## src/rtl/tcu_pkg.sv

```systemverilog
// -----------------------------------------------------------------------------
// tcu_pkg
//   Shared definitions for the TCU micro-op sequencer:
//     - source/destination format id constants and fmt_supported()
//     - tile geometry helpers parameterised by thread count (nt),
//       registers per tile (nr) and dot-product depth override (dp)
//     - base register indices RA/RB/RC
//     - sequencer state enum and the fixed-width part of a micro-op
// -----------------------------------------------------------------------------
package tcu_pkg;

    // Format ids accepted by the datapath
    localparam logic [3:0] TCU_FMT_FP32 = 4'd0;
    localparam logic [3:0] TCU_FMT_FP16 = 4'd1;
    localparam logic [3:0] TCU_FMT_BF16 = 4'd2;
    localparam logic [3:0] TCU_FMT_FP8  = 4'd3;
    localparam logic [3:0] TCU_FMT_I32  = 4'd8;
    localparam logic [3:0] TCU_FMT_I8   = 4'd9;
    localparam logic [3:0] TCU_FMT_U8   = 4'd10;
    localparam logic [3:0] TCU_FMT_I4   = 4'd11;
    localparam logic [3:0] TCU_FMT_U4   = 4'd12;

    localparam int TCU_RA = 0;

    typedef enum logic {
        TCU_SEQ_IDLE = 1'b0,
        TCU_SEQ_RUN  = 1'b1
    } tcu_seq_state_e;

    // Parameter-independent fields of one micro-op
    typedef struct packed {
        logic [3:0] fmt_s;
        logic [3:0] fmt_d;
        logic [4:0] rs1;
        logic [4:0] rs2;
        logic [4:0] rd;
        logic       first;
        logic       last;
    } tcu_uop_t;

    function automatic logic fmt_supported(input logic [3:0] fmt);
        case (fmt)
            TCU_FMT_FP32, TCU_FMT_FP16, TCU_FMT_BF16, TCU_FMT_FP8,
            TCU_FMT_I32, TCU_FMT_I8, TCU_FMT_U8, TCU_FMT_I4, TCU_FMT_U4:
                return 1'b1;
            default:
                return 1'b0;
        endcase
    endfunction

    // Index width for a counter of n values, never narrower than one bit
    function automatic int tcu_idx_w(input int n);
        return (n > 1) ? $clog2(n) : 1;
    endfunction

    function automatic int tcu_max(input int a, input int b);
        return (a > b) ? a : b;
    endfunction

    // Whole tile: nt*nr elements split as square as possible, M taking the odd bit
    function automatic int tcu_tile_m(input int nt, input int nr);
        return 1 << (($clog2(nt * nr) + 1) / 2);
    endfunction

    function automatic int tcu_tile_n(input int nt, input int nr);
        return 1 << ($clog2(nt * nr) / 2);
    endfunction

    function automatic int tcu_tile_k(input int nt, input int nr);
        return (nt * nr) / tcu_max(tcu_tile_m(nt, nr), tcu_tile_n(nt, nr));
    endfunction

    // One step: the nt lanes cover a tc_m x tc_n block
    function automatic int tcu_tc_m(input int nt);
        return 1 << (($clog2(nt) + 1) / 2);
    endfunction

    function automatic int tcu_tc_n(input int nt);
        return 1 << ($clog2(nt) / 2);
    endfunction

    function automatic int tcu_tc_k(input int nt, input int dp);
        return (dp != 0) ? dp : nt / tcu_max(tcu_tc_m(nt), tcu_tc_n(nt));
    endfunction

    function automatic int tcu_m_steps(input int nt, input int nr);
        return tcu_max(tcu_tile_m(nt, nr) / tcu_tc_m(nt), 1);
    endfunction

    function automatic int tcu_n_steps(input int nt, input int nr);
        return tcu_max(tcu_tile_n(nt, nr) / tcu_tc_n(nt), 1);
    endfunction

    function automatic int tcu_k_steps(input int nt, input int nr, input int dp);
        return tcu_max(tcu_tile_k(nt, nr) / tcu_tc_k(nt, dp), 1);
    endfunction

    // How many B step-blocks share one register
    function automatic int tcu_b_sub_blocks(input int nt, input int dp);
        return tcu_max(nt / (tcu_tc_k(nt, dp) * tcu_tc_n(nt)), 1);
    endfunction

    function automatic int tcu_nrb(input int nt, input int nr);
        return (tcu_tile_n(nt, nr) * tcu_tile_k(nt, nr)) / nt;
    endfunction

    function automatic int tcu_rb(input int nt, input int nr);
        return (tcu_nrb(nt, nr) == 4) ? 28 : 10;
    endfunction

    function automatic int tcu_rc(input int nt, input int nr);
        return (tcu_nrb(nt, nr) == 4) ? 10 : 24;
    endfunction

endpackage

```

## src/rtl/tcu_step_counter.sv

```systemverilog
// -----------------------------------------------------------------------------
// tcu_step_counter
//   Three-level nested m/n/k counter with selectable loop order.
//   Ports:
//     clk_i, reset_i   clock, synchronous active-high reset
//     clear_i          force all indices to zero (new instruction)
//     adv_i            advance one step (micro-op completed)
//     k_outer_i        0: k fastest, then n, then m; 1: n fastest, then m, then k
//     m_o, n_o, k_o    current indices
//     last_o           every index is at its final value
// -----------------------------------------------------------------------------
module tcu_step_counter #(
    parameter int M_N = 2,
    parameter int N_N = 4,
    parameter int K_N = 4,
    parameter int M_W = 1,
    parameter int N_W = 2,
    parameter int K_W = 2
) (
    input  logic           clk_i,
    input  logic           reset_i,
    input  logic           clear_i,
    input  logic           adv_i,
    input  logic           k_outer_i,
    output logic [M_W-1:0] m_o,
    output logic [N_W-1:0] n_o,
    output logic [K_W-1:0] k_o,
    output logic           last_o
);

    logic [M_W-1:0] m_q, m_d;
    logic [N_W-1:0] n_q, n_d;
    logic [K_W-1:0] k_q, k_d;
    logic           m_end, n_end, k_end;

    assign m_end = (m_q == M_W'(M_N - 1));
    assign n_end = (n_q == N_W'(N_N - 1));
    assign k_end = (k_q == K_W'(K_N - 1));

    always_comb begin
        m_d = m_q;
        n_d = n_q;
        k_d = k_q;
        if (clear_i) begin
            m_d = '0;
            n_d = '0;
            k_d = '0;
        end else if (adv_i) begin
            if (!k_outer_i) begin
                k_d = k_end ? '0 : k_q + K_W'(1);
                if (k_end) begin
                    n_d = n_end ? '0 : n_q + N_W'(1);
                    if (n_end) begin
                        m_d = m_end ? '0 : m_q + M_W'(1);
                    end
                end
            end else begin
                n_d = n_end ? '0 : n_q + N_W'(1);
                if (n_end) begin
                    m_d = m_end ? '0 : m_q + M_W'(1);
                    if (m_end) begin
                        k_d = k_end ? '0 : k_q + K_W'(1);
                    end
                end
            end
        end
    end

    always_ff @(posedge clk_i) begin
        if (reset_i) begin
            m_q <= '0;
            n_q <= '0;
            k_q <= '0;
        end else begin
            m_q <= m_d;
            n_q <= n_d;
            k_q <= k_d;
        end
    end

    assign m_o    = m_q;
    assign n_o    = n_q;
    assign k_o    = k_q;
    assign last_o = m_end & n_end & k_end;

endmodule

```

## src/rtl/tcu_uop_seq.sv

```systemverilog
// -----------------------------------------------------------------------------
// tcu_uop_seq
//   Expands one accepted WMMA instruction into M_STEPS*N_STEPS*K_STEPS TCU
//   micro-ops carrying step indices, A/B/C register indices and first/last.
//   Ports:
//     clk, reset            clock, synchronous active-high reset
//     in_valid/in_ready     instruction handshake (in_ready only while idle)
//     in_uuid, in_wid, in_fmt_s, in_fmt_d, in_k_outer   instruction fields
//     out_valid/out_ready   micro-op handshake
//     out_*                 micro-op payload (all zero while idle)
//     fmt_err               one-cycle pulse after an unsupported format is dropped
//     busy                  a sequence is in progress
//   Optional (macro TCU_UOP_SEQ_PERF_EN): perf_instrs, perf_stalls counters.
//
//   Handshake: a transfer happens on a rising edge where valid && ready.
//   While out_valid is high and out_ready low, every out_* field holds.
// -----------------------------------------------------------------------------
module tcu_uop_seq
    import tcu_pkg::*;
#(
    parameter int NUM_THREADS = 8,
    parameter int NUM_REGS    = 8,
    parameter int DP          = 0,
    parameter int UUID_WIDTH  = 44,
    parameter int WID_WIDTH   = 2,
    localparam int M_STEPS = tcu_m_steps(NUM_THREADS, NUM_REGS),
    localparam int N_STEPS = tcu_n_steps(NUM_THREADS, NUM_REGS),
    localparam int K_STEPS = tcu_k_steps(NUM_THREADS, NUM_REGS, DP),
    localparam int B_SUB_BLOCKS = tcu_b_sub_blocks(NUM_THREADS, DP),
    localparam int SM_W = tcu_idx_w(M_STEPS),
    localparam int SN_W = tcu_idx_w(N_STEPS),
    localparam int SK_W = tcu_idx_w(K_STEPS),
    localparam int BS_W = tcu_idx_w(B_SUB_BLOCKS)
) (
    input  logic                  clk,
    input  logic                  reset,
    input  logic                  in_valid,
    output logic                  in_ready,
    input  logic [UUID_WIDTH-1:0] in_uuid,
    input  logic [WID_WIDTH-1:0]  in_wid,
    input  logic [3:0]            in_fmt_s,
    input  logic [3:0]            in_fmt_d,
    input  logic                  in_k_outer,
    output logic                  out_valid,
    input  logic                  out_ready,
    output logic [UUID_WIDTH-1:0] out_uuid,
    output logic [WID_WIDTH-1:0]  out_wid,
    output logic [3:0]            out_fmt_s,
    output logic [3:0]            out_fmt_d,
    output logic [SM_W-1:0]       out_step_m,
    output logic [SN_W-1:0]       out_step_n,
    output logic [SK_W-1:0]       out_step_k,
    output logic [4:0]            out_rs1,
    output logic [4:0]            out_rs2,
    output logic [4:0]            out_rd,
    output logic [BS_W-1:0]       out_b_sub,
    output logic                  out_first,
    output logic                  out_last,
    output logic                  fmt_err,
    output logic                  busy
`ifdef TCU_UOP_SEQ_PERF_EN
    ,
    output logic [31:0]           perf_instrs,
    output logic [31:0]           perf_stalls
`endif
);

    localparam int RB   = tcu_rb(NUM_THREADS, NUM_REGS);
    localparam int RC   = tcu_rc(NUM_THREADS, NUM_REGS);
    localparam int BL_W = tcu_idx_w(N_STEPS * K_STEPS);

    tcu_seq_state_e        state_q, state_d;
    logic                  fmt_err_q, fmt_err_d;
    logic [UUID_WIDTH-1:0] uuid_q;
    logic [WID_WIDTH-1:0]  wid_q;
    logic [3:0]            fmt_s_q, fmt_d_q;
    logic                  k_outer_q;

    logic                  fmt_ok, start, fire;
    logic [SM_W-1:0]       m_idx;
    logic [SN_W-1:0]       n_idx;
    logic [SK_W-1:0]       k_idx;
    logic                  cnt_last;
    logic [BL_W-1:0]       b_lin;
    tcu_uop_t              uop;

    assign fmt_ok = fmt_supported(in_fmt_s) & fmt_supported(in_fmt_d);
    // Only a supported instruction starts a sequence; a rejected one is still consumed
    assign start  = in_valid && (state_q == TCU_SEQ_IDLE) && fmt_ok;
    assign fire   = (state_q == TCU_SEQ_RUN) && out_ready;

    always_comb begin
        state_d   = state_q;
        fmt_err_d = 1'b0;
        case (state_q)
            TCU_SEQ_IDLE: begin
                if (in_valid) begin
                    if (fmt_ok) state_d   = TCU_SEQ_RUN;
                    else        fmt_err_d = 1'b1;
                end
            end
            TCU_SEQ_RUN: begin
                if (out_ready && cnt_last) state_d = TCU_SEQ_IDLE;
            end
            default: state_d = TCU_SEQ_IDLE;
        endcase
    end

    always_ff @(posedge clk) begin
        if (reset) begin
            state_q   <= TCU_SEQ_IDLE;
            fmt_err_q <= 1'b0;
            uuid_q    <= '0;
            wid_q     <= '0;
            fmt_s_q   <= '0;
            fmt_d_q   <= '0;
            k_outer_q <= 1'b0;
        end else begin
            state_q   <= state_d;
            fmt_err_q <= fmt_err_d;
            if (start) begin
                uuid_q    <= in_uuid;
                wid_q     <= in_wid;
                fmt_s_q   <= in_fmt_s;
                fmt_d_q   <= in_fmt_d;
                k_outer_q <= in_k_outer;
            end
        end
    end

    tcu_step_counter #(
        .M_N (M_STEPS),
        .N_N (N_STEPS),
        .K_N (K_STEPS),
        .M_W (SM_W),
        .N_W (SN_W),
        .K_W (SK_W)
    ) u_cnt (
        .clk_i     (clk),
        .reset_i   (reset),
        .clear_i   (start),
        .adv_i     (fire),
        .k_outer_i (k_outer_q),
        .m_o       (m_idx),
        .n_o       (n_idx),
        .k_o       (k_idx),
        .last_o    (cnt_last)
    );

    // Register indices wrap modulo 32, so 5-bit arithmetic is exact.
    // The B index is linearised over (n,k) before splitting into register/sub-block.
    always_comb begin
        uop   = '0;
        b_lin = BL_W'(n_idx) * BL_W'(K_STEPS) + BL_W'(k_idx);
        if (state_q == TCU_SEQ_RUN) begin
            uop.fmt_s = fmt_s_q;
            uop.fmt_d = fmt_d_q;
            uop.rs1   = 5'(TCU_RA) + 5'(m_idx) * 5'(K_STEPS) + 5'(k_idx);
            uop.rs2   = 5'(RB) + 5'(32'(b_lin) / 32'(B_SUB_BLOCKS));
            uop.rd    = 5'(RC) + 5'(m_idx) * 5'(N_STEPS) + 5'(n_idx);
            // All-zero indices occur exactly once per sequence in either loop order
            uop.first = (m_idx == '0) && (n_idx == '0) && (k_idx == '0);
            uop.last  = cnt_last;
        end
    end

    assign in_ready   = (state_q == TCU_SEQ_IDLE);
    assign busy       = (state_q == TCU_SEQ_RUN);
    assign out_valid  = busy;
    assign fmt_err    = fmt_err_q;
    assign out_uuid   = busy ? uuid_q : '0;
    assign out_wid    = busy ? wid_q : '0;
    assign out_fmt_s  = uop.fmt_s;
    assign out_fmt_d  = uop.fmt_d;
    // Counters sit at zero whenever idle, so the steps need no gating
    assign out_step_m = m_idx;
    assign out_step_n = n_idx;
    assign out_step_k = k_idx;
    assign out_rs1    = uop.rs1;
    assign out_rs2    = uop.rs2;
    assign out_rd     = uop.rd;
    assign out_b_sub  = busy ? BS_W'(32'(b_lin) % 32'(B_SUB_BLOCKS)) : '0;
    assign out_first  = uop.first;
    assign out_last   = uop.last;

`ifdef TCU_UOP_SEQ_PERF_EN
    logic [31:0] perf_instrs_q, perf_stalls_q;

    always_ff @(posedge clk) begin
        if (reset) begin
            perf_instrs_q <= '0;
            perf_stalls_q <= '0;
        end else begin
            if (start)                   perf_instrs_q <= perf_instrs_q + 32'd1;
            if (out_valid && !out_ready) perf_stalls_q <= perf_stalls_q + 32'd1;
        end
    end

    assign perf_instrs = perf_instrs_q;
    assign perf_stalls = perf_stalls_q;
`endif

endmodule

```

## config.mk

```make
export PLATFORM = sky130hd
export DESIGN_NAME = tcu_uop_seq
export DESIGN_NICKNAME = d
export VERILOG_FILES = /design/src/rtl/tcu_pkg.sv /design/src/rtl/tcu_step_counter.sv /design/src/rtl/tcu_uop_seq.sv
export SDC_FILE = /design/constraint.sdc
export NUM_CORES = 1
export LEC_CHECK = 0
export BUFFER_PORTS_ARGS = -buffer_cell sky130_fd_sc_hd__buf_2
export CAP_MARGIN = 20
export CORE_MARGIN = 2
export CORE_UTILIZATION = 42
export CTS_BUF_LIST = sky130_fd_sc_hd__clkbuf_16
export DETAILED_ROUTE_END_ITERATION = 16
export GPL_TIMING_DRIVEN = 0
export MAX_ROUTING_LAYER = met4
export PLACE_DENSITY_LB_ADDON = 0.08
export SLEW_MARGIN = 10
export SYNTH_ARGS = -nofsm -noshare
export SYNTH_HDL_FRONTEND = slang
export SYNTH_SLANG_ARGS = --single-unit
```

## constraint.sdc

```tcl
create_clock -name clk -period 1.6 [get_ports clk]
set_clock_uncertainty 0.1 [all_clocks]
set_input_delay 0.08 -clock clk [delete_from_list [all_inputs] [get_ports clk]]
set_output_delay 0.08 -clock clk [all_outputs]
set_load 0.05 [all_outputs]
```

==> metrics.md, run 1 <==
| Metric | Value |
|---|---|
| Fmax | 0.6453 GHz |
| PD cells | 815.5 nW/um2 |
| Core area | 7137 um2 |
| Worst vdd ir | 0.6297 mV |
| Crit path cell chain | clkbuf_2 -> and2_1 -> buf_2 |
| YS warnings | 0 |
| Cells after synthesis | 364 |
| DR vias | 3128 |
| Tmin final | 1.550 ns |
| Fin nets | 637 |
| Clock transition at path regs | 0.05 ns |
| Crit path required time | 1.42 ns |
| Clock buffer depth | 2 |
| Synth cell types | 32 |
| Rel. slew slack | 64.25% |
| Final Hold Viols | 0 |
| Die area | 7976 um2 |
| Worst Setup Path Type | reg -> out |
| Placed cell count | 601 |
| Max Cap Violations | 0 |
| Initial antenna violation count | 0 |
| Total Wirelength | 8.766 mm |
| Clock sink count | 62 |
| Place WS | -0.2638 ns |
| Ant diodes | 0 |
| Grt ovf | 0 |
| Num rows | 31 |
| Synthesized area | 3057 um2 |
| Worst setup SP type | register |
| Critical Path AT | 1.37 ns |
| Total area of sequential cells | 1256 um2 |
| IO Pins | 140 |
| Htree depth | 3 |
| Seq cells post-synth | 62 |
| Slew at the pin with the worst max-slew slack | 0.5362 ns |
| Layout cells sized above 1 | 33.68% |
| Largest net degree at the start of global routing | 12 |
| Initial DRC Count | 107 |
| Drt drc | 0 |
| Tcrit/Tclk final | 96.85% |
| Routed len/inst | 12.93 um |
| Fin util | 71.07% |
| Worst min-delay path category | in -> reg |
| CP bufs+invs | 2 |
| Status | finished, final reports clean |
| Clock Latency Late Sink | 0.32 ns |
| Min Hold Slack | 0.08672 ns |
| Register area share after synthesis | 40.61% |
| DR vias/cell | 4.614 |
| Root Buffer | clkbuf_16 |
| Die X | 89.31 um |
| Setup TNS | 0 ns |
| Setup ws final | 0.05044 ns |
| Area Overhead vs Synth | 65.94% |
| Syn_area_per_cell | 8.397 um2 |
| I/O Buffers | 137 |
| Critical Path End Type | output port |
| Fill count | 588 |
| Starting Density | 42.83% |
| Family with the most delay on the worst path | buffers and inverters |
| DIE HEIGHT | 89.31 um |
| Area taken by multi-input logic gates | 1672 um2 |
| Post-DP HPWL | 5.758 mm |
| First-pass iteration count of the detailed router | 4 |
| Slowest-stage cell, CP | dfxtp_4 |
| GPL Wtd Cong | 0.7290 |
| TritonCTS clock tree | built |
| Worst-path maximum fanout | 10 |
| Commonest cells after routing, fill and taps aside | nand2_1, buf_2, dlygate4sd3_1 |
| Final cell count without fillers | 678 |
| GRT Overall Usage | 22.38% |
| Post-DRT Antenna Nets | 0 |
| Num CTS Buffers | 9 |
| Cell leakage power | 2.352 nW |
| Most common cell after layout, fill and taps aside | nand2_1 |
| Global-route wire length before repair | 13.33 mm |
| CP max stage delay | 0.43 ns |
| Setup-failing EPs final | 0 |
| Vias in the first global route | 2978 |
| RSZ-0062 raised after global routing | true |
| Slew Limit Fails | 0 |
-- final cells by class --
cell class / count / area share (%)
timing repair buffer: 199 / 28.39
inverter: 7 / 0.7647
clock buffer: 10 / 4.933
sequential: 62 / 24.77
clock inverter: 6 / 0.7153
buffer: 32 / 5.032
multi-input combinational: 263 / 32.96
tap: 99 / 2.442
-- worst paths after layout --
path,slack [ns],cells after the start,from,endpoint
min,0.09,4,out_ready,busy
min reg2reg,0.35,2,uuid_q[11],uuid_q[11]
max,0.05,3,busy,out_uuid[25]
max reg2reg,0.05,6,busy,uuid_q[23]
-- Yosys cell counts (all sizes together) --
cell type | number | area, um2
o21ai | 2 | 10.01
dfxtp | 62 | 1241
a221oi | 1 | 15.01
or3 | 1 | 6.260
o2111ai | 1 | 8.760
nand2 | 112 | 420.4
and2 | 57 | 356.6
o211ai | 1 | 7.510
a21boi | 1 | 7.510
inv | 6 | 22.52
or4 | 1 | 7.510
a22oi | 1 | 7.510
a221o | 1 | 10.01
or3b | 2 | 17.52
ha | 4 | 50.05
and4b | 1 | 10.01
nor2 | 7 | 26.28
o211a | 1 | 10.01
a21oi | 1 | 5.000
o21a | 1 | 7.510
nand3 | 1 | 5.000
a211oi | 2 | 15.01
xor2 | 1 | 8.760
nor3 | 3 | 15.01
conb | 1 | 3.750
clkinv | 1 | 3.750
buf | 14 | 112.6
clkbuf | 19 | 71.32
nor3b | 1 | 7.510
nand2b | 1 | 6.260
mux2i | 56 | 560.5
-- registers in the layout (all words and copies together) (netlist names) --
name	cells
uuid_q	44
fmt_err	1
u_cnt.k_o	2
fmt_d_q	4
u_cnt.n_o	2
wid_q	2
k_outer_q	1
busy	1
u_cnt.m_o	1
fmt_s_q	4
-- worst reg2reg max path, delay by kind of cell (launching register included) --
| family | cells | cell delay, ns |
|---|---|---|
| flops | 1 | 0.39 |
| buf+inv | 3 | 0.39 |
| compound gates | 1 | 0.21 |
| mux | 1 | 0.21 |
| simple gates | 1 | 0.17 |
-- routing by layer --
layer  wire length [um]  up-vias  global-route usage (%)
li1                   -     1582                       -
met1               3865     1430                   26.43
met2               4270      104                   37.17
met3                513       12                   4.617
met4                117        0                   9.091
met5                  0        -                       -
-- logic make-up after synthesis --
family / count (synthesis) / share of synthesized area [%]
mux: 56 / 18.34
fa+ha+maj: 4 / 1.637
other cells: 1 / 0.1227
flops: 62 / 40.61
compound gates: 13 / 3.397
xor+xnor: 1 / 0.2866
buf+inv: 40 / 6.877
simple gates: 187 / 28.74
-- per-stage QoR --
step,power [mW],area [um2]
after floorplan,2.039,3179
after global placement,2.204,3989
after detailed placement,2.214,3989
after CTS,4.164,5042
after global routing,4.317,5072
final,4.136,5072
-- power breakdown --
| part | internal, mW | switching, mW |
|---|---|---|
| registers | 1.61 | 0.0353 |
| clock network | 1.13 | 0.675 |
| logic | 0.323 | 0.365 |
-- what timing repair did --
action,CTS,global route
hold buffers,57,0
endpoints found under the hold margin,61,0
pin swaps,0,1
setup endpoints to repair,127,18
resized for setup,55,12
setup buffers,5,0
Power figures use the tool's default switching activity.
==> run 2, diff against run 1 <==
==> constraint.sdc (replaced) <==
create_clock -name clk -period 1.3 [get_ports clk]
set_clock_uncertainty 0.1 [all_clocks]
set_input_delay 0.065 -clock clk [delete_from_list [all_inputs] [get_ports clk]]
set_output_delay 0.065 -clock clk [all_outputs]
set_load 0.05 [all_outputs]
==> metrics.md, run 2 (synthesized netlist as in run 1, its figures left out) <==
| Metric | Value |
|---|---|
| Grt ovf | 0 (unchanged) |
| Die X | 89.31 um (unchanged) |
| Core area | 7137 um2 (unchanged) |
| GR Util met3 | 5.448% (+0.83 points) |
| Failing checks | setup timing |
| Clock Latency Late Sink | 0.32 ns (about the same) |
| Tmin final | 1.658 ns |
| First-pass iteration count of the detailed router | 5 (+1) |
| Slew at the pin with the worst max-slew slack | 0.5355 ns (-0.0007647 ns) |
| IO Pins | 140 (unchanged) |
| Most common cell after layout, fill and taps aside | nand2_1 |
| Worst min-delay path category | in -> reg |
| Busiest grt layer | met2 |
| Setup-failing EPs final | 130 (+130) |
| Setup ws final | -0.3576 ns (-0.4080 ns) |
| Initial DRC Count | 181 (+69%) |
| GRT Overall Usage | 26.66% (+4.3 points) |
| Clock transition at path regs | 0.06 ns (about the same) |
| Clock buffer depth | 2 (unchanged) |
| Starting Density | 42.83% (unchanged) |
| Drt drc | 0 (unchanged) |
| Total Wirelength | 11.12 mm (+27%) |
| Root Buffer | clkbuf_16 |
| Area Overhead vs Synth | 97.54% |
| Htree depth | 3 (unchanged) |
| Global-route wire length before repair | 15.81 mm (+19%) |
| Die area | 7976 um2 (unchanged) |
| Fin area | 6038 um2 (+19%) |
| Rel. slew slack | 64.30% (about the same) |
| Register-to-Register Path Depth | 6 (unchanged) |
| Critical Path End Type | register |
| Worst Setup Path Type | reg -> reg |
| Layout cells sized above 1 | 47.83% (+14 points) |
| Total area of sequential cells | 1261 um2 (+0.40%) |
| Num rows | 31 (unchanged) |
| Worst-path maximum fanout | 10 (unchanged) |
| Crit. Startpoint | busy |
| CP bufs+invs | 3 (+1) |
| I/O Buffers | 137 (unchanged) |
| DR vias/cell | 4.914 (+6.5%) |
| Stages on worst setup path | 6 (+3) |
| Tcrit/Tclk final | 127.5% |
| Slowest-stage cell, CP | dfxtp_4 |
| RSZ-0062 raised after global routing | true |
| DIE HEIGHT | 89.31 um (unchanged) |
| Critical Path End | uuid_q[7] |
| Worst setup SP type | register |
| Setup TNS | -32.41 ns (-32.41 ns) |
| Fill count | 408 (-31%) |
| Post-DRT Antenna Nets | 0 (unchanged) |
| PD cells | 867.2 nW/um2 (+6.3%) |
| Family with the most delay on the worst path | buffers and inverters |
| Crit path required time | 1.44 ns (+0.02 ns) |
| Vias in the first global route | 3359 (+13%) |
| Biggest regs | uuid_q x44, fmt_d_q x4, fmt_s_q x4 |
| GPL Wtd Cong | 0.7615 (+4.5%) |
| Largest net degree at the start of global routing | 12 (unchanged) |
| Fmax | 0.6033 GHz |
| Max Cap Violations | 0 (unchanged) |
| Routed len/inst | 15.95 um (+23%) |
| TritonCTS clock tree | built |
| Fin nets | 656 (+3.0%) |
| Critical Path AT | 1.80 ns (+0.43 ns) |
| Post-DP HPWL | 5.892 mm (+2.3%) |
| Commonest cells after routing, fill and taps aside | nand2_1, buf_2, and2_4, dfxtp_1, dlygate4sd3_1 |
| Num CTS Buffers | 9 (unchanged) |
| Slew Limit Fails | 0 (unchanged) |
| DP Area | 4155 um2 (+4.2%) |
| Area taken by multi-input logic gates | 1898 um2 (+14%) |
| Initial antenna violation count | 0 (unchanged) |
| Max FFs per register | 44 (unchanged) |
| Cell leakage power | 2.659 nW (+13%) |
| Worst vdd ir | 0.8866 mV (+41%) |
| GR Util met1 | 31.06% (+4.6 points) |
| Crit Reg-Reg Endpoint | uuid_q[7] |
| Ant diodes | 0 (unchanged) |
| Status | finished, violations left |
| Clock sink count | 62 (unchanged) |
| Largest register by flop count | uuid_q |
| Crit path cell chain | clkbuf_16 -> nand2b_4 -> a221oi_4 -> buf_6 -> buf_4 -> mux2i_1 |
| Flop-to-flop setup slack | -0.36 ns (-0.41 ns) |
| Reg2reg start | busy |
| DR vias | 3425 (+9.5%) |
| Final Hold Viols | 0 (unchanged) |
| CP max stage delay | 0.36 ns (-0.07 ns) |
| Met2 usage | 44.98% (+7.8 points) |
run 2: cell types whose count changed in the layout (fill, tap and decap cells not counted), sizes merged:
cell	delta
dlygate4sd3	-1
clkinv	+2
inv	-1
buf	+19
run 2: worst min path at each step:
stage / start / end / slack, ns / depth (start not counted)
final: in_fmt_s[2] / fmt_err / 0.06 / 3
after CTS: in_fmt_s[2] / fmt_s_q[2] / -0.05 / 3
after detailed placement: in_uuid[19] / uuid_q[19] / 0.22 / 3
after floorplan: reset / busy / 0.02 / 1
after global placement: in_uuid[35] / uuid_q[35] / 0.21 / 3
after global routing: in_valid / fmt_err / 0.07 / 4
run 2: where the power goes:
group          total (mW)  switching (mW)  internal [mW]
registers            2.02          0.0483           1.98
logic                1.06           0.529          0.534
clock network        2.15           0.878           1.27
total                5.24            1.46           3.78
run 2: area by class of cell:
class / count / area share, %
repair buffers: 219 / 35.31
inverters: 7 / 0.9946
well taps: 99 / 2.051
multi-input cells: 263 / 31.43
clock inverters: 7 / 0.6838
plain buffers: 31 / 4.911
clock buffers: 9 / 3.730
flip-flops and latches: 62 / 20.89
run 2: per-layer routing:
metal	wire (um)	share of wire [%]
met5	0	0
met1	4264	38
met3	568	5.1
met4	376	3.4
met2	5910	53
run 2: per-stage QoR:
step | power (mW) | worst slack, ns | std cells | hold WS [ns] | utilization [%]
floorplan | 2.537 | -0.3382 | 365 | 0.02436 | -
global placement | 2.740 | -0.5265 | 601 | 0.2126 | 58.22
detailed placement | 2.753 | -0.5406 | 601 | 0.2223 | 58.22
CTS | 5.184 | -0.3180 | 691 | -0.05335 | 81.66
global route | 5.425 | -0.3897 | 697 | 0.06753 | 84.61
finish | 5.237 | -0.3576 | 697 | 0.06130 | 84.61
run 2: worst reg2reg max path, delay by kind of cell (launching register included):
family                 cells  cell delay (ns)
AOI/OAI and AO/OA          1             0.19
buffers and inverters      3             0.54
muxes                      1             0.24
and+or+nand+nor            1             0.15
DFF                        1             0.36
run 2: timing repair:
item / 4_1_cts / 5_1_grt
setup endpoints to repair: 129 / 133
hold buffers: 55 / 1
hold endpoints to repair: 61 / 1
pin swaps: 19 / 2
gates resized for setup: 204 / 40
setup buffers: 16 / 6
gates cloned: 3 / 2
==> run 3, diff against run 2 <==
==> constraint.sdc (replaced) <==
create_clock -name clk -period 1.3 [get_ports clk]
set_clock_uncertainty 0.1 [all_clocks]
set_input_delay 0.065 -clock clk [delete_from_list [all_inputs] [get_ports clk]]
set_output_delay 0.065 -clock clk [all_outputs]
set_load 0.1 [all_outputs]
==> metrics.md, run 3 (synthesized netlist as in run 1, its figures left out) <==
| Metric | Value |
|---|---|
| Status | finished, violations left |
| Failing checks | setup timing |
| Cell leakage power | 2.845 nW (+7.0%) |
| Layout cells sized above 1 | 48.17% (+0.35 points) |
| Setup-failing EPs final | 131 (+0.77%) |
| Fin nets | 661 (+0.76%) |
| RSZ-0062 raised after global routing | true |
| Rel. slew slack | 61.70% (-2.6 points) |
| Setup TNS | -40.61 ns (-8.201 ns) |
| Die X | 89.31 um (unchanged) |
| Logic pwr share | 25.1% (+4.8 points) |
| Num rows | 31 (unchanged) |
| Fin util | 94.62% (+10 points) |
| Sw frac | 30.80% (+3.0 points) |
| PD cells | 829.7 nW/um2 (-4.3%) |
| Crit Reg-Reg Endpoint | fmt_d_q[3] |
| Worst-path maximum fanout | 7 (-3) |
| Final Hold Viols | 0 (unchanged) |
| Slew at the pin with the worst max-slew slack | 0.5745 ns (+0.03900 ns) |
| Int Power | 3.877 mW (+2.6%) |
| Grt ovf | 0 (unchanged) |
| Reg2reg start | busy |
| Sw Pwr | 1.726 mW (+19%) |
| Drt drc | 0 (unchanged) |
| Clock transition at path regs | 0.06 ns (about the same) |
| Critical Path AT | 1.87 ns (+0.07 ns) |
| Global-route wire length before repair | 18.84 mm (+19%) |
| GRT Overall Usage | 32.52% (+5.9 points) |
| IO Pins | 140 (unchanged) |
| Flop-to-flop setup slack | -0.43 ns (-0.07 ns) |
| Clock Latency Late Sink | 0.33 ns (about the same) |
| Starting Density | 42.83% (unchanged) |
| Htree depth | 3 (unchanged) |
| DIE HEIGHT | 89.31 um (unchanged) |
| Pwr Total | 5.603 mW (+7.0%) |
| Register-to-Register Path Depth | 6 (unchanged) |
| Total Wirelength | 14.95 mm (+34%) |
| Clock Power Share | 38.5% (-2.5 points) |
| Setup ws final | -0.4276 ns (-0.07006 ns) |
| Worst vdd ir | 0.8176 mV (-7.8%) |
| Largest register by flop count | uuid_q |
| DR vias | 3794 (+11%) |
| Clock sink count | 62 (unchanged) |
| Most common cell after layout, fill and taps aside | nand2_1 |
| Crit. Startpoint | busy |
| Fmax | 0.5788 GHz (-4.1%) |
| Routed len/inst | 21.33 um (+34%) |
| Crit path required time | 1.44 ns (about the same) |
| TritonCTS clock tree | built |
| Max Cap Violations | 0 (unchanged) |
| Fill count | 204 (-50%) |
| Worst Setup Path Type | reg -> reg |
| Biggest regs | uuid_q x44, fmt_d_q x4, fmt_s_q x4 |
| Critical Path End | fmt_d_q[3] |
| Final cell count without fillers | 701 (+0.57%) |
| Initial DRC Count | 281 (+55%) |
| Worst setup SP type | register |
| Post-DP HPWL | 5.817 mm (-1.3%) |
| Ant diodes | 0 (unchanged) |
| Num CTS Buffers | 9 (unchanged) |
| Initial antenna violation count | 0 (unchanged) |
| Post-DRT Antenna Nets | 0 (unchanged) |
| Slew Limit Fails | 0 (unchanged) |
| Core area | 7137 um2 (unchanged) |
| Placed cell count | 601 (unchanged) |
| First-pass iteration count of the detailed router | 5 (unchanged) |
| Largest net degree at the start of global routing | 11 (-1) |
| GPL Wtd Cong | 0.7956 (+4.5%) |
| Root Buffer | clkbuf_16 |
| Reg power frac | 36.3% (-2.4 points) |
| Worst min-delay path category | in -> reg |
| Tmin final | 1.728 ns (+0.07006 ns) |
| Commonest cells after routing, fill and taps aside | nand2_1, buf_12, buf_2 |
| DR vias/cell | 5.412 (+10%) |
| Area Overhead vs Synth | 120.9% |
| Die area | 7976 um2 (unchanged) |
| Min Hold Slack | 0.1097 ns (+0.04843 ns) |
| Clock buffer depth | 2 (unchanged) |
| Critical Path End Type | register |
| Max FFs per register | 44 (unchanged) |
| Tcrit/Tclk final | 132.9% (+5.4 points) |
| I/O Buffers | 137 (unchanged) |
| Vias in the first global route | 3711 (+10%) |
run 3: changes by cell type in the layout (fill, tap and decap cells not counted), moves of 2 or more:
cell,delta
buf_4,+2
buf_12,+80
clkinvlp_4,-2
buf_6,-42
mux2i_1,-3
mux2i_2,+2
buf_2,-6
clkbuf_16,+3
clkbuf_4,+4
buf_16,+3
buf_8,-40
run 3: routing by layer:
layer | GRT usage, % | routed length [um] | vias to the layer above
li1 | - | - | 1634
met4 | 13.16 | 858 | 0
met2 | 58.38 | 7720 | 259
met5 | - | 0 | -
met1 | 35.43 | 5339 | 1814
met3 | 5.540 | 1031 | 87
run 3: critical path, cell delays in order (launching register included):
cell,delay [ns]
dfxtp_4,0.36
clkbuf_16,0.15
nand2b_4,0.15
a221oi_4,0.28
buf_12,0.21
buf_12,0.14
mux2i_2,0.25
run 3: power by group through the flow:
stage / Sequential (mW) / Clock [mW] / Combinational, mW
3_3_place_gp: 2.06 / 0 / 0.841
3_5_place_dp: 2.06 / 0 / 0.851
2_1_floorplan: 2.09 / 0 / 0.608
5_1_grt: 2.04 / 2.22 / 1.46
4_1_cts: 2.02 / 2.10 / 1.24
6_report: 2.03 / 2.16 / 1.41
run 3: final cells by class:
cell class | instances | area, um2 | area share (%)
inverters | 7 | 57.56 | 0.8523
clock inverters | 6 | 28.78 | 0.4262
plain buffers | 33 | 407.9 | 6.040
well taps | 99 | 123.9 | 1.834
clock buffers | 9 | 225.2 | 3.335
multi-input cells | 263 | 1913 | 28.33
flip-flops and latches | 62 | 1261 | 18.68
repair buffers | 222 | 2735 | 40.50
run 3: worst min path at each step:
stage,startpoint,end,slack (ns),depth (start not counted)
6_report,in_fmt_s[2],fmt_err,0.11,3
5_1_grt,in_fmt_s[2],fmt_err,0.11,3
4_1_cts,in_valid,fmt_err,0.02,4
3_5_place_dp,in_uuid[36],uuid_q[36],0.22,3
3_3_place_gp,in_uuid[33],uuid_q[33],0.21,3
2_1_floorplan,reset,busy,0.02,1
run 3: per-stage QoR:
stage / instance area, um2 / setup slack (ns)
2_1_floorplan: 3387 / -0.7088
3_5_place_dp: 4197 / -0.6264
4_1_cts: 6482 / -0.3338
5_1_grt: 6753 / -0.4833
3_3_place_gp: 4197 / -0.6061
6_report: 6753 / -0.4276
run 3: what timing repair did:
item	in CTS	in global routing
buffers inserted	12	7
setup endpoints to repair	134	137
hold endpoints to repair	61	0
pin swaps	13	3
resized for setup	327	34
hold buffers	56	0
gates cloned	7	3
